## config.mk

```make
export PLATFORM = sky130hd
export DESIGN_NAME = chip8_regfile_mp_flat
export DESIGN_NICKNAME = d
export VERILOG_FILES = /design/src/rtl/chip8_pkg.sv /design/src/rtl/chip8_regfile_mp_if.sv /design/src/rtl/chip8_bulk_seq.sv /design/src/rtl/chip8_regfile_mp.sv /design/src/flat_wrapper.sv
export SDC_FILE = /design/constraint.sdc
export NUM_CORES = 1
export LEC_CHECK = 0
export ABC_AREA = 1
export BUFFER_PORTS_ARGS = -buffer_cell sky130_fd_sc_hd__clkbuf_2
export CAP_MARGIN = 30
export CORE_UTILIZATION = 45
export CTS_CLUSTER_SIZE = 20
export DETAILED_ROUTE_END_ITERATION = 10
export SLEW_MARGIN = 20
export SYNTH_ARGS = -nofsm -noshare
export SYNTH_HDL_FRONTEND = slang
export SYNTH_SLANG_ARGS = --single-unit
```

## constraint.sdc

```tcl
create_clock -name clk -period 3.8 [get_ports clk]
set_clock_uncertainty 0.1 [all_clocks]
set_input_delay 0 -clock clk [delete_from_list [all_inputs] [get_ports clk]]
set_output_delay 0 -clock clk [all_outputs]
set_load 0.01 [all_outputs]
```

## src/rtl/chip8_pkg.sv

```systemverilog
// Shared constants, encodings and state type for the CHIP-8 V-register file.
package chip8_pkg;

    localparam int DATA_W   = 8;
    localparam int NUM_REGS = 16;
    localparam int SEL_W    = $clog2(NUM_REGS);
    localparam int ADDR_W   = 12;
    localparam int FLAG_REG = NUM_REGS - 1;

    // Bulk transfer direction as seen on bulk_dir.
    localparam logic BULK_STORE = 1'b0;  // FX55: V0..Vx -> memory
    localparam logic BULK_LOAD  = 1'b1;  // FX65: memory -> V0..Vx

    typedef enum logic [1:0] {
        IDLE,
        XFER,
        DONE
    } bulk_state_e;

endpackage

```

## src/rtl/chip8_regfile_mp_if.sv

```systemverilog
// Memory request/acknowledge bus between the register file's bulk
// sequencer (master) and the memory arbiter (slave).
interface chip8_regfile_mp_if #(
    parameter int ADDR_W = chip8_pkg::ADDR_W,
    parameter int DATA_W = chip8_pkg::DATA_W
);

    logic              mem_req;
    logic              mem_we;
    logic [ADDR_W-1:0] mem_addr;
    logic [DATA_W-1:0] mem_wdata;
    logic [DATA_W-1:0] mem_rdata;
    logic              mem_ack;

    modport master (
        output mem_req,
        output mem_we,
        output mem_addr,
        output mem_wdata,
        input  mem_rdata,
        input  mem_ack
    );

    modport slave (
        input  mem_req,
        input  mem_we,
        input  mem_addr,
        input  mem_wdata,
        output mem_rdata,
        output mem_ack
    );

endinterface

```

## src/rtl/chip8_bulk_seq.sv

```systemverilog
// FX55/FX65 bulk-transfer sequencer: walks V0..Vx one register per memory
// acknowledge, fetching store data from the register array and returning
// load data through a dedicated write port.
module chip8_bulk_seq #(
    parameter int DATA_W   = chip8_pkg::DATA_W,
    parameter int NUM_REGS = chip8_pkg::NUM_REGS,
    parameter int SEL_W    = $clog2(NUM_REGS),
    parameter int ADDR_W   = chip8_pkg::ADDR_W
) (
    input  logic              clk,
    input  logic              reset,

    input  logic              bulk_start,
    input  logic              bulk_dir,
    input  logic [SEL_W-1:0]  bulk_last,
    input  logic [ADDR_W-1:0] bulk_base,
    output logic              bulk_busy,
    output logic              bulk_done,

    chip8_regfile_mp_if.master mem,

    // Store-data fetch: index presented now, data is the write-first value.
    output logic [SEL_W-1:0]  fetch_sel,
    input  logic [DATA_W-1:0] fetch_data,

    // Load write-back into the register array.
    output logic              load_we,
    output logic [SEL_W-1:0]  load_sel,
    output logic [DATA_W-1:0] load_data
);

    import chip8_pkg::*;

    bulk_state_e       state;
    logic              dir_q;
    logic [SEL_W-1:0]  last_q;
    logic [SEL_W-1:0]  idx;
    logic [ADDR_W-1:0] base_q;

    // Fetch index is the register the next memory beat will carry: V0 when a
    // transfer is being launched, otherwise the one after the current index.
    always_comb begin
        fetch_sel = '0;
        load_we   = 1'b0;
        load_sel  = idx;
        load_data = mem.mem_rdata;
        if (state != IDLE) begin
            fetch_sel = idx + SEL_W'(1);
        end
        if (state == XFER && mem.mem_ack && dir_q == BULK_LOAD) begin
            load_we = 1'b1;
        end
    end

    // Sequencer FSM with registered handshake and status outputs.
    always_ff @(posedge clk) begin
        if (reset) begin
            state         <= IDLE;
            dir_q         <= BULK_STORE;
            last_q        <= '0;
            idx           <= '0;
            base_q        <= '0;
            bulk_busy     <= 1'b0;
            bulk_done     <= 1'b0;
            mem.mem_req   <= 1'b0;
            mem.mem_we    <= 1'b0;
            mem.mem_addr  <= '0;
            mem.mem_wdata <= '0;
        end else begin
            case (state)
                IDLE: begin
                    if (bulk_start) begin
                        state         <= XFER;
                        dir_q         <= bulk_dir;
                        last_q        <= bulk_last;
                        base_q        <= bulk_base;
                        idx           <= '0;
                        bulk_busy     <= 1'b1;
                        mem.mem_req   <= 1'b1;
                        mem.mem_we    <= (bulk_dir == BULK_STORE);
                        mem.mem_addr  <= bulk_base;
                        mem.mem_wdata <= fetch_data;
                    end
                end

                XFER: begin
                    if (mem.mem_ack) begin
                        if (idx == last_q) begin
                            state       <= DONE;
                            bulk_done   <= 1'b1;
                            mem.mem_req <= 1'b0;
                            mem.mem_we  <= 1'b0;
                        end else begin
                            idx           <= fetch_sel;
                            mem.mem_addr  <= base_q + ADDR_W'(fetch_sel);
                            mem.mem_wdata <= fetch_data;
                        end
                    end
                end

                DONE: begin
                    state     <= IDLE;
                    bulk_done <= 1'b0;
                    bulk_busy <= 1'b0;
                end

                default: begin
                    state <= IDLE;
                end
            endcase
        end
    end

endmodule

```

## src/rtl/chip8_regfile_mp.sv

```systemverilog
// CHIP-8 V-register file: general write port, VF flag write port, two
// registered read ports with write-first bypass, and the FX55/FX65 bulk
// sequencer on a req/ack memory bus.
module chip8_regfile_mp #(
    parameter int DATA_W   = chip8_pkg::DATA_W,
    parameter int NUM_REGS = chip8_pkg::NUM_REGS,
    parameter int SEL_W    = $clog2(NUM_REGS),
    parameter int ADDR_W   = chip8_pkg::ADDR_W,
    parameter int FLAG_REG = NUM_REGS - 1
) (
    input  logic              clk,
    input  logic              reset,

    input  logic              we,
    input  logic [SEL_W-1:0]  wsel,
    input  logic [DATA_W-1:0] wdata,
    input  logic              flag_we,
    input  logic [DATA_W-1:0] flag_data,

    input  logic [SEL_W-1:0]  rsel1,
    input  logic [SEL_W-1:0]  rsel2,
    output logic [DATA_W-1:0] rdata1,
    output logic [DATA_W-1:0] rdata2,

    input  logic              bulk_start,
    input  logic              bulk_dir,
    input  logic [SEL_W-1:0]  bulk_last,
    input  logic [ADDR_W-1:0] bulk_base,
    output logic              bulk_busy,
    output logic              bulk_done,

    chip8_regfile_mp_if.master mem
);

    import chip8_pkg::*;

    localparam logic [SEL_W-1:0] FLAG_SEL = SEL_W'(FLAG_REG);

    logic [DATA_W-1:0] regs      [NUM_REGS];
    logic [DATA_W-1:0] regs_next [NUM_REGS];

    logic [SEL_W-1:0]  fetch_sel;
    logic [DATA_W-1:0] fetch_data;
    logic              load_we;
    logic [SEL_W-1:0]  load_sel;
    logic [DATA_W-1:0] load_data;

    chip8_bulk_seq #(
        .DATA_W   (DATA_W),
        .NUM_REGS (NUM_REGS),
        .SEL_W    (SEL_W),
        .ADDR_W   (ADDR_W)
    ) u_seq (
        .clk        (clk),
        .reset      (reset),
        .bulk_start (bulk_start),
        .bulk_dir   (bulk_dir),
        .bulk_last  (bulk_last),
        .bulk_base  (bulk_base),
        .bulk_busy  (bulk_busy),
        .bulk_done  (bulk_done),
        .mem        (mem),
        .fetch_sel  (fetch_sel),
        .fetch_data (fetch_data),
        .load_we    (load_we),
        .load_sel   (load_sel),
        .load_data  (load_data)
    );

    // Post-edge register image: flag port overrides the general port on VF;
    // both are locked out while the sequencer owns the array. Reads and the
    // store-data fetch index this image, which gives write-first bypass.
    always_comb begin
        regs_next = regs;
        if (!bulk_busy) begin
            if (we) begin
                regs_next[wsel] = wdata;
            end
            if (flag_we) begin
                regs_next[FLAG_SEL] = flag_data;
            end
        end
        if (load_we) begin
            regs_next[load_sel] = load_data;
        end
        fetch_data = regs_next[fetch_sel];
    end

    // Commit the register image and register both read ports.
    always_ff @(posedge clk) begin
        if (reset) begin
            regs   <= '{default: '0};
            rdata1 <= '0;
            rdata2 <= '0;
        end else begin
            regs   <= regs_next;
            rdata1 <= regs_next[rsel1];
            rdata2 <= regs_next[rsel2];
        end
    end

endmodule

```

## src/flat_wrapper.sv

```systemverilog
// flat-port wrapper written by rule: the top's interface ports become plain ports
module chip8_regfile_mp_flat import chip8_pkg::*;
#(
    parameter int DATA_W   = chip8_pkg::DATA_W,
    parameter int NUM_REGS = chip8_pkg::NUM_REGS,
    parameter int SEL_W    = $clog2(NUM_REGS),
    parameter int ADDR_W   = chip8_pkg::ADDR_W,
    parameter int FLAG_REG = NUM_REGS - 1
)
  (clk, reset, we, wsel, wdata, flag_we, flag_data, rsel1, rsel2, rdata1, rdata2, bulk_start, bulk_dir, bulk_last, bulk_base, bulk_busy, bulk_done, mem_mem_req, mem_mem_we, mem_mem_addr, mem_mem_wdata, mem_mem_rdata, mem_mem_ack);
  chip8_regfile_mp_if #(.ADDR_W(ADDR_W), .DATA_W(DATA_W)) mem_i ();
  input  logic clk;
  input  logic reset;
  input  logic we;
  input  logic [SEL_W-1:0] wsel;
  input  logic [DATA_W-1:0] wdata;
  input  logic flag_we;
  input  logic [DATA_W-1:0] flag_data;
  input  logic [SEL_W-1:0] rsel1;
  input  logic [SEL_W-1:0] rsel2;
  output logic [DATA_W-1:0] rdata1;
  output logic [DATA_W-1:0] rdata2;
  input  logic bulk_start;
  input  logic bulk_dir;
  input  logic [SEL_W-1:0] bulk_last;
  input  logic [ADDR_W-1:0] bulk_base;
  output logic bulk_busy;
  output logic bulk_done;
  output wire logic [$bits(mem_i.mem_req)-1:0] mem_mem_req;
  output wire logic [$bits(mem_i.mem_we)-1:0] mem_mem_we;
  output wire logic [$bits(mem_i.mem_addr)-1:0] mem_mem_addr;
  output wire logic [$bits(mem_i.mem_wdata)-1:0] mem_mem_wdata;
  input wire logic [$bits(mem_i.mem_rdata)-1:0] mem_mem_rdata;
  input wire logic [$bits(mem_i.mem_ack)-1:0] mem_mem_ack;
  assign mem_mem_req = mem_i.mem_req;
  assign mem_mem_we = mem_i.mem_we;
  assign mem_mem_addr = mem_i.mem_addr;
  assign mem_mem_wdata = mem_i.mem_wdata;
  assign mem_i.mem_rdata = mem_mem_rdata;
  assign mem_i.mem_ack = mem_mem_ack;
  chip8_regfile_mp #(.DATA_W(DATA_W), .NUM_REGS(NUM_REGS), .SEL_W(SEL_W), .ADDR_W(ADDR_W), .FLAG_REG(FLAG_REG)) u_core (.clk(clk), .reset(reset), .we(we), .wsel(wsel), .wdata(wdata), .flag_we(flag_we), .flag_data(flag_data), .rsel1(rsel1), .rsel2(rsel2), .rdata1(rdata1), .rdata2(rdata2), .bulk_start(bulk_start), .bulk_dir(bulk_dir), .bulk_last(bulk_last), .bulk_base(bulk_base), .bulk_busy(bulk_busy), .bulk_done(bulk_done), .mem(mem_i));
endmodule
```

# After elaboration in Yosys (flattened, before gate mapping)
# Index checks and enable logic that the tools add are counted.
# Widths: inputs -> output; s select.
# classes
eq_ne	7
n_reduce_logical	15
n_div	0
n_mux	47
magnitude_cmp	7
shift	0
bitwise	6
addsub	2
n_mul	0
# op_table
operator	n
$mux 128	3
$bwmux 128	2
$bmux 8 s4	3
$mux 8	12
$demux 8 s4	2
$mux 12	3
$ge 5x5->1 const B	5
$not 4->5	5
$pmux 12 s2	1
$mux 4	4
$pmux 8 s2	1
$add 12x4->12	1
$lt 5x1->1 const B	2
$pmux 1 s2	4
$pmux 4 s2	1
$reduce_and 4->1	2
$reduce_bool 2->1	4
$mux 1	7
$mux 2	3
$ne 2x2->1 const B	3
$reduce_and 3->1	2
$add 4x1->4 const B	1
$eq 4x4->1	1
$logic_and 1x1->1	4
other kinds (7)	8
# word_totals
word_cells	113
latchBits	0
mem_bits_rw	0
register_bits	191
input_bits	59
rom_bits	0
out_inout_bits	40
memories	0

# Depth between registers and ports, before layout
# Gate-level depths: netlist of the first run.
# depth
depth_word	17
ltp_mapped	19
ltp_nobuf	17

# By module
# Synthesis of the first run repeated with hierarchy kept, for this count alone.
# unflattened
hier_cells	2413
area_unflattened_um2	13765.7
# modules_own_cells
mod	instances	seq_area_each_um2	cells_each	area_per_inst_um2
chip8_regfile_mp	1	2882.8	2061	11372.2
chip8_bulk_seq	1	940.9	352	2393.5

# Worst setup path before layout of the first run
# Ideal clock, no wire load.
# synth_path
path_type	flip-flop to flip-flop
startpoint	register u_core.u_seq.idx[0], in the netlist u_core.u_seq.load_sel[0]
endpoint	register u_core.u_seq.mem.mem_addr[8]
setup_slack_ps	879
n_path_buf	1
t_arrival_ps	2693
required_time_ps	3572
stages_incl_launch_ff	19
period_less_slack_ps	2921
setup_ps	128
cell_sequence	dfxtp_1 clkinv_1 ha_1 nand2_1 inv_1 clkbuf_1 fa_1 nand3_1 nand3_1 nand2_1 nor2_1 nand2_1 inv_1 nand2_1 o21ai_0 a21oi_1 nor2_1 a21oi_1 nor2_1
# synth_between
elab_chain_len	6
word_cells_on_any_way	9
cone_classes	2 x add/sub; 2 x eq/ne; 4 x mux; 1 x reduce/logical
# synth_rtl
element	line_no	text
from (decl)	chip8_bulk_seq.sv:37	logic [SEL_W-1:0] idx;
from (signal assigned)	chip8_bulk_seq.sv:94	idx <= fetch_sel;
$add 4x1->4	chip8_bulk_seq.sv:48	fetch_sel = idx + SEL_W'(1);
$mux 4	chip8_bulk_seq.sv:47	if (state != IDLE) begin
$add 12x4->12	chip8_bulk_seq.sv:95	mem.mem_addr <= base_q + ADDR_W'(fetch_sel);
$mux 12	chip8_bulk_seq.sv:88	if (idx == last_q) begin
$mux 12	chip8_bulk_seq.sv:87	if (mem.mem_ack) begin
$pmux 12 s2	chip8_bulk_seq.sv:70	case (state)
to (signal assigned)	chip8_bulk_seq.sv:81	mem.mem_addr <= bulk_base;
to (signal assigned)	chip8_bulk_seq.sv:95	
to (decl)	chip8_regfile_mp_if.sv:18	output mem_addr,
# Several ways; a longest one is shown, not always the timed one. The select of a mux whose other input is x is not followed.
# A chain may end at the register's enable or synchronous reset.

# Final worst setup path of the first run
# layout_path
startpoint	register u_core.u_seq.state[0]
endpoint	register u_core.rdata2[3]
# layout_between
elab_chain_len	8
# layout_rtl
element	line_no	text
from (decl)	chip8_bulk_seq.sv:34	bulk_state_e state;
from (signal assigned)	chip8_bulk_seq.sv:58	state <= IDLE;
from (signal assigned)	chip8_bulk_seq.sv:73	state <= XFER;
from (signal assigned)	chip8_bulk_seq.sv:89	state <= DONE;
$eq 2x1->1	chip8_bulk_seq.sv:50	if (state == XFER && mem.mem_ack && dir_q == BULK_LOAD) begin
$logic_and 1x1->1 (2 in series)	chip8_bulk_seq.sv:50	
$mux 1	chip8_bulk_seq.sv:50	
$mux 128	chip8_regfile_mp.sv:83	if (load_we) begin
$bmux 8 s4	chip8_regfile_mp.sv:98	rdata2 <= regs_next[rsel2];
$mux 8 (implied by the code) (2 in series)	chip8_regfile_mp.sv:98	
to (signal assigned)	chip8_regfile_mp.sv:98	
to (decl)	chip8_regfile_mp.sv:23	output logic [DATA_W-1:0] rdata2,
# No other way between the ends. The select of a mux whose other input is x is not followed.

==> flow_summary_export.csv, run 1 <==
group,metric,value,unit
status,status,"finished clean",
die,start_util,0.462,
yosys,synthAdderAreaFrac,0.00986,
pwr,peakVddDrop,0.000307,V
yosys,yosysSeqAreaShare,0.284,
yosys,netlist_area,0.0135,mm^2
yosys,synth_top_area_cell,"dfxtp_1",
finish,syn_to_final_growth,12.8,%
global_route,grt_usage,0.445,
yosys,avgSynthCellArea,5.73,um^2
sta,setup_violations,0,
worst_setup_path,cp-end-kind,"register",
routing,first_iter_violations,2383,
worst_setup_path,critPathMaxFanout,16,
sta,maxSlewHeadroom,0.313,
yosys,synthTopCellsByCount,"nand2_1 (735), nand3_1 (590), nor2_1 (198)",
yosys,ys_types,34,
min_path,whs_path_depth,7,
yosys,synth_flop_cell,"dfxtp_1",
finish,fill_cells,3080,
sta,hold_viol_final,0,
worst_setup_path,reg2reg_from,"u_core.u_seq.state[0]",
worst_setup_path,required,4.10,ns
clock_network,post_cts_buffers,0,
sta,finalCriticalPeriod,3.37,ns
worst_setup_path,r2r-end,"u_core.rdata2[3]",
yosys,yosysWarnings,0,
global_route,grt_util_met2,0.640,
yosys,synthArstFlopShare,0,
routing,wl,68.5,mm
global_route,busiest_layer,"met2",
yosys,muxShareOfSynthArea,0,
die,die_w,175,um
min_path,hp-class,"primary input to register",
min_path,worstHoldEndpoint,"u_core.regs[2]",
routing,drtAntennaViolNets,0,
finish,utilization,0.522,
sta,setup_slack,0.429,ns
yosys,syn_nets,2418,
global_route,antenna_found_initial,2,
clock_network,numCtsBuffers,17,
worst_setup_path,arrival,3.67,ns
placed_design,place_congestion,1.02,
global_route,grt_max_degree,64,
placed_design,pre_cts_ws,0.635,ns
sta,rsz0062_at_grt,"no",
global_route,met1_usage,0.574,
yosys,syn_inst,2349,
global_route,met3_usage,0.142,
worst_setup_path,reg2reg_slack,0.43,ns
clock_network,htreeDepth,4,
worst_setup_path,setup.worst_path.class,"register to register",
sta,min_period_over_period,0.887,
worst_setup_path,reg2reg_depth,12,
global_route,grt_pass1_wl,100,mm
clock_network,clk_pin_slew,0.08,ns
global_route,grt_pass1_vias,15500,
sta,fmax,297,MHz
worst_setup_path,start_kind,"register",
clock_network,clkSinkCount,191,
sta,worstMarginPinSlew,1.03,ns
yosys,yosysMostFrequentCell,"nand2_1",
pwr,p_leak,7.26,nW
run,drv_cap,0,
sta,fin_setup_tns,0,ns
yosys,ys_seq_elements,191,
yosys,synth.area.top_cells,"dfxtp_1 (28%), nand3_1 (22%), nand2_1 (21%), nor2_1 (5.5%), a21oi_1 (4.8%)",
yosys,synth_compound_area_frac,0.104,
clock_network,cts_max_path_buffers,2,
clock_network,cts_tree,"yes",
sta,drv_slew,0,
die,die_y,175,um
worst_setup_path,crit_chain,"nand2_2, nor2_8, nand3_1, inv_1, nand2_1, nand2_1, a21oi_1, o21ai_0, nand2_1, nor2_1, nor2_1, nor2_1",
global_route,grt_overflow,0,
clock_network,ctsHoldBuffers,26,
die,rows,62,
min_path,min_from,"flag_data[2]",
routing,drc,0,
finish,multi_input_area,0.00840,mm^2
sta,fin_hold_ws,0.0348,ns
clock_network,clk_latency,0.47,ns
yosys,synth_top_area_share,0.284,
die,fp.dieArea,0.0306,mm^2
routing,vias,17200,
yosys,synth_top_family_by_area,"simple AND/OR/NAND/NOR gates",
yosys,synthXorXnorAreaFrac,0.00586,
routing,wl_per_cell,24.5,um
yosys,synthSimpleGateAreaFrac,0.504,
routing,first_pass_iters,8,
die,core-area,0.0291,mm^2
worst_setup_path,slowest_stage,"dfxtp_1",
finish,drive_gt1_frac,0.0914,
clock_network,cts_resized,0,
pwr,power_density,369,mW/mm^2
yosys,synth_edf_count,0,
finish,nets,2474,
finish,regArea,0.00382,mm^2
clock_network,root_buffer,"clkbuf_16",
worst_setup_path,slowest_delay,0.57,ns
routing,drt-vias-per-instance,6.14,
placed_design,portBuffers,98,
placed_design,dp_hpwl,46.6,mm
die,num_io_pins,99,
## per-stage QoR
stage                     area, um^2  power (mW)  instances
after floorplan                13500        3.02       2349
after global placement         14300        3.56       2743
after detailed placement       14300        3.56       2744
after CTS                      15200        5.54       2802
after global routing           15200        5.78       2802
final                          15200        5.60       2803
## how the worst max path moves through the flow
stage,startpoint,endpoint
2_1_floorplan,u_core.u_seq.load_sel[0],u_core.u_seq.mem.mem_addr[8]
3_3_place_gp,u_core.u_seq.state[0],u_core.u_seq.mem.mem_wdata[5]
3_5_place_dp,u_core.u_seq.state[0],u_core.u_seq.mem.mem_wdata[5]
4_1_cts,u_core.u_seq.state[0],u_core.u_seq.mem.mem_wdata[0]
5_1_grt,u_core.u_seq.state[0],u_core.u_seq.mem.mem_wdata[5]
6_report,u_core.u_seq.state[0],u_core.rdata2[3]
## registers in the layout (all words and copies together) (netlist names)
| signal | count |
|---|---|
| u_core.regs | 128 |
| u_core.u_seq.base_q | 12 |
| u_core.u_seq.mem.mem_addr | 12 |
| u_core.rdata1 | 8 |
| u_core.rdata2 | 8 |
| u_core.u_seq.mem.mem_wdata | 8 |
| u_core.u_seq.last_q | 4 |
| u_core.u_seq.load_sel | 4 |
| u_core.u_seq.state | 2 |
| u_core.u_seq.bulk_busy | 1 |
| u_core.u_seq.bulk_done | 1 |
| u_core.u_seq.dir_q | 1 |
| u_core.u_seq.mem.mem_req | 1 |
| u_core.u_seq.mem.mem_we | 1 |
## power by group
part / switching [mW] / leakage, nW / internal (mW)
Clock: 0.978 / 0.301 / 1.01
Combinational: 1.02 / 5.41 / 0.410
Sequential: 0.0728 / 1.56 / 2.10
Total: 2.07 / 7.26 / 3.52
## cells by family after synthesis
logic type                 after synthesis
adders and majority gates               10
buffers and inverters                  317
and+or+nand+nor                       1563
DFF                                    191
AOI/OAI and AO/OA                      259
xor gates and xnor gates                 9
## cells in the final DEF, fill, tap and decap left out, types with 17 or more instances in the layout
master	instances
nand2_1	735
dfxtp_1	191
nand3_1	590
o21ai_0	83
dlygate4sd3_1	26
nor2_1	196
inv_1	154
o211ai_1	33
clkbuf_16	17
a21oi_1	129
buf_4	50
clkbuf_2	97
## cell type report
cell class,instances,share of cell area
multi-input combinational,1841,0.554
antenna,1,0.000165
sequential,191,0.252
timing repair buffer,176,0.0778
inverter,178,0.0440
clock inverter,15,0.0127
tap,384,0.0317
clock buffer,17,0.0280
## per-layer routing
metal	vias up	wire length, um
met5	-	0
met2	1329	28000
met1	7789	26400
li1	7835	-
met4	0	4730
met3	259	9480
## critical path, delay by kind of cell (launching register included)
kind | cells | cell delay (ns)
AOI/OAI and AO/OA | 2 | 0.16
buffers and inverters | 1 | 0.46
DFF | 1 | 0.57
and+or+nand+nor | 9 | 1.96
(Power assumes the default switching activity.)
==> run 2: changes to the inputs <==
ABC_AREA = unset   (was 1)
clock period = 3.6 ns   (was 3.8 ns; I/O delays follow)
==> flow_summary_export.csv, run 2 <==
group,metric,value,unit
status,status,"finished clean",
clock_network,numCtsBuffers,17,
global_route,grt_pass1_wl,98.7,mm
clock_network,htreeDepth,4,
clock_network,root_buffer,"clkbuf_16",
die,core-area,0.0278,mm^2
yosys,synth_top_family_by_area,"compound AO/OA/AOI/OAI gates",
worst_setup_path,critPathMaxFanout,18,
routing,drc,0,
die,die_w,170,um
routing,first_iter_violations,2723,
worst_setup_path,setup.worst_path.class,"register to register",
placed_design,placed_area,0.0140,mm^2
yosys,synthArstFlopShare,0,
sta,fmax,291,MHz
finish,top_register,"u_core.regs",
worst_setup_path,reg2reg_depth,8,
global_route,grt_overflow,0,
worst_setup_path,slowest_stage,"a2111oi_0",
sta,rsz0062_at_grt,"no",
yosys,synthSimpleGateAreaFrac,0.267,
die,start_util,0.458,
sta,fin_setup_tns,0,ns
finish,syn_to_final_growth,16.2,%
die,die_y,170,um
yosys,muxShareOfSynthArea,0.0392,
routing,drt-vias-per-instance,7.11,
placed_design,portBuffers,98,
worst_setup_path,crit_chain,"nand4bb_1, buf_4, o21ai_0, nand3_1, o21ai_0, a22oi_1, a211oi_1, a2111oi_0",
finish,largest_register_ffs,128,
yosys,syn_inst,1756,
yosys,synth_compound_area_frac,0.312,
sta,min_period_over_period,0.956,
finish,layout_common_cells,"nand2_1 (205), dfxtp_1 (191), o21ai_0 (163), nor2_1 (159), buf_4 (118)",
clock_network,clkSinkCount,191,
die,fp.dieArea,0.0290,mm^2
min_path,whs_path_depth,5,
sta,hold_viol_final,0,
finish,mostFrequentLayoutCell,"nand2_1",
global_route,grt_usage,0.473,
clock_network,clk_pin_slew,0.08,ns
die,num_io_pins,99,
sta,worstMarginPinSlew,0.928,ns
yosys,synth_top_area_cell,"dfxtp_1",
worst_setup_path,arrival,3.63,ns
yosys,synthXorXnorAreaFrac,0.0103,
yosys,synth_edf_count,0,
yosys,synth_flop_cell,"dfxtp_1",
yosys,ys_types,86,
pwr,power_density,369,mW/mm^2
worst_setup_path,cp_common_cell,"o21ai_0",
sta,maxSlewHeadroom,0.375,
yosys,synthTopCellsByCount,"nand2_1 (205), dfxtp_1 (191), o21ai_0 (164)",
yosys,avgSynthCellArea,7.25,um^2
routing,wl,68.3,mm
placed_design,place_congestion,1.03,
routing,wl_per_cell,30.6,um
yosys,syn_nets,1825,
sta,fin_hold_ws,0.0509,ns
sta,drv_slew,0,
yosys,synth.area.top_cells,"dfxtp_1 (30%), o21ai_0 (6.5%), nand2_1 (6.0%), nor2_1 (4.7%), clkbuf_1 (4.1%)",
yosys,yosysMostFrequentCell,"nand2_1",
yosys,yosysWarnings,0,
global_route,grt_max_degree,86,
routing,vias,15900,
global_route,antenna_found_initial,2,
finish,design_area,0.0148,mm^2
clock_network,cts_max_path_buffers,2,
run,drv_cap,0,
pwr,peakVddDrop,0.000374,V
yosys,ys_seq_elements,191,
yosys,synthAdderAreaFrac,0.0104,
sta,setup_violations,0,
clock_network,post_cts_buffers,0,
clock_network,clk_latency,0.47,ns
worst_setup_path,cp-end-kind,"register",
worst_setup_path,start_kind,"register",
finish,reg.largest.list,"u_core.regs: 128 flops, u_core.u_seq.base_q: 12 flops, u_core.u_seq.mem.mem_addr: 12 flops",
finish,drive_gt1_frac,0.165,
sta,finalCriticalPeriod,3.44,ns
yosys,netlist_area,0.0127,mm^2
worst_setup_path,required,3.78,ns
routing,drtAntennaViolNets,0,
die,rows,61,
global_route,grt_pass1_vias,14400,
placed_design,dp_hpwl,47.6,mm
yosys,yosysSeqAreaShare,0.300,
pwr,p_leak,5.45,nW
worst_setup_path,slowest_delay,0.66,ns
finish,nets,1907,
finish,num_antenna_cells,0,
clock_network,cts_tree,"yes",
routing,first_pass_iters,7,
yosys,synth_top_area_share,0.300,
min_path,hp-class,"primary input to register",
## run 2: final cells by class
class / count / area, um^2
fill: 2781 / 13000
multi-input combinational: 1371 / 8170
clock inverter: 15 / 159
timing repair buffer: 243 / 1690
inverter: 14 / 52.6
sequential: 191 / 3820
clock buffer: 17 / 425
tap: 378 / 473
## run 2: worst paths after layout
kind | from | end | slack, ns
setup / recovery | u_core.u_seq.bulk_busy | u_core.rdata2[5] | 0.16
hold / removal | flag_data[5] | u_core.regs[5] | 0.05
setup reg to reg | u_core.u_seq.bulk_busy | u_core.rdata2[5] | 0.16
hold reg to reg | u_core.u_seq.mem.mem_addr[9] | u_core.u_seq.mem.mem_addr[9] | 0.35
## run 2: per-stage QoR
stage | std cells | worst slack, ns | utilization | power [mW]
floorplan | 1756 | 0.503 | - | 2.90
global placement | 2173 | 0.230 | 0.502 | 3.42
detailed placement | 2174 | 0.247 | 0.503 | 3.42
CTS | 2229 | 0.237 | 0.532 | 5.39
global route | 2229 | 0.149 | 0.532 | 5.59
finish | 2229 | 0.160 | 0.532 | 5.46
## run 2: power breakdown
| group | internal, mW | leakage (nW) | switching, mW |
|---|---|---|---|
| combinational | 0.375 | 3.61 | 0.834 |
| clock | 0.937 | 0.289 | 1.06 |
| sequential | 2.19 | 1.55 | 0.0642 |
| total | 3.50 | 5.45 | 1.96 |
## run 2: logic make-up after synthesis
group / Yosys count
multiplexers: 39
XOR/XNOR: 15
flip-flops: 191
AND/OR/NAND/NOR: 703
buffers and inverters: 194
adder cells (fa/ha/maj): 10
AO/OA/AOI/OAI: 604
## run 2: repair_timing
| action | 4_1_cts | 5_1_grt |
|---|---|---|
| hold endpoints to repair | 97 | 0 |
| hold buffers | 23 | 0 |
| resized for setup | 0 | 0 |
| setup endpoints to repair | 0 | 0 |
## run 2: per-layer routing
metal / vias to the layer above / share of wire / global-route usage / wire length [um]
li1: 6671 / - / - / -
met1: 7459 / 0.38 / 0.626 / 26200
met2: 1398 / 0.39 / 0.657 / 27000
met3: 324 / 0.15 / 0.162 / 10400
met4: 4 / 0.069 / 0.281 / 4700
met5: - / 0.00047 / 0 / 32
## run 2: critical path, delay by kind of cell, from the launching register on
kind,cells,cell delay [ns]
AOI/OAI and AO/OA,5,1.59
DFF,1,0.61
and+or+nand+nor,2,0.59
buffers and inverters,1,0.38
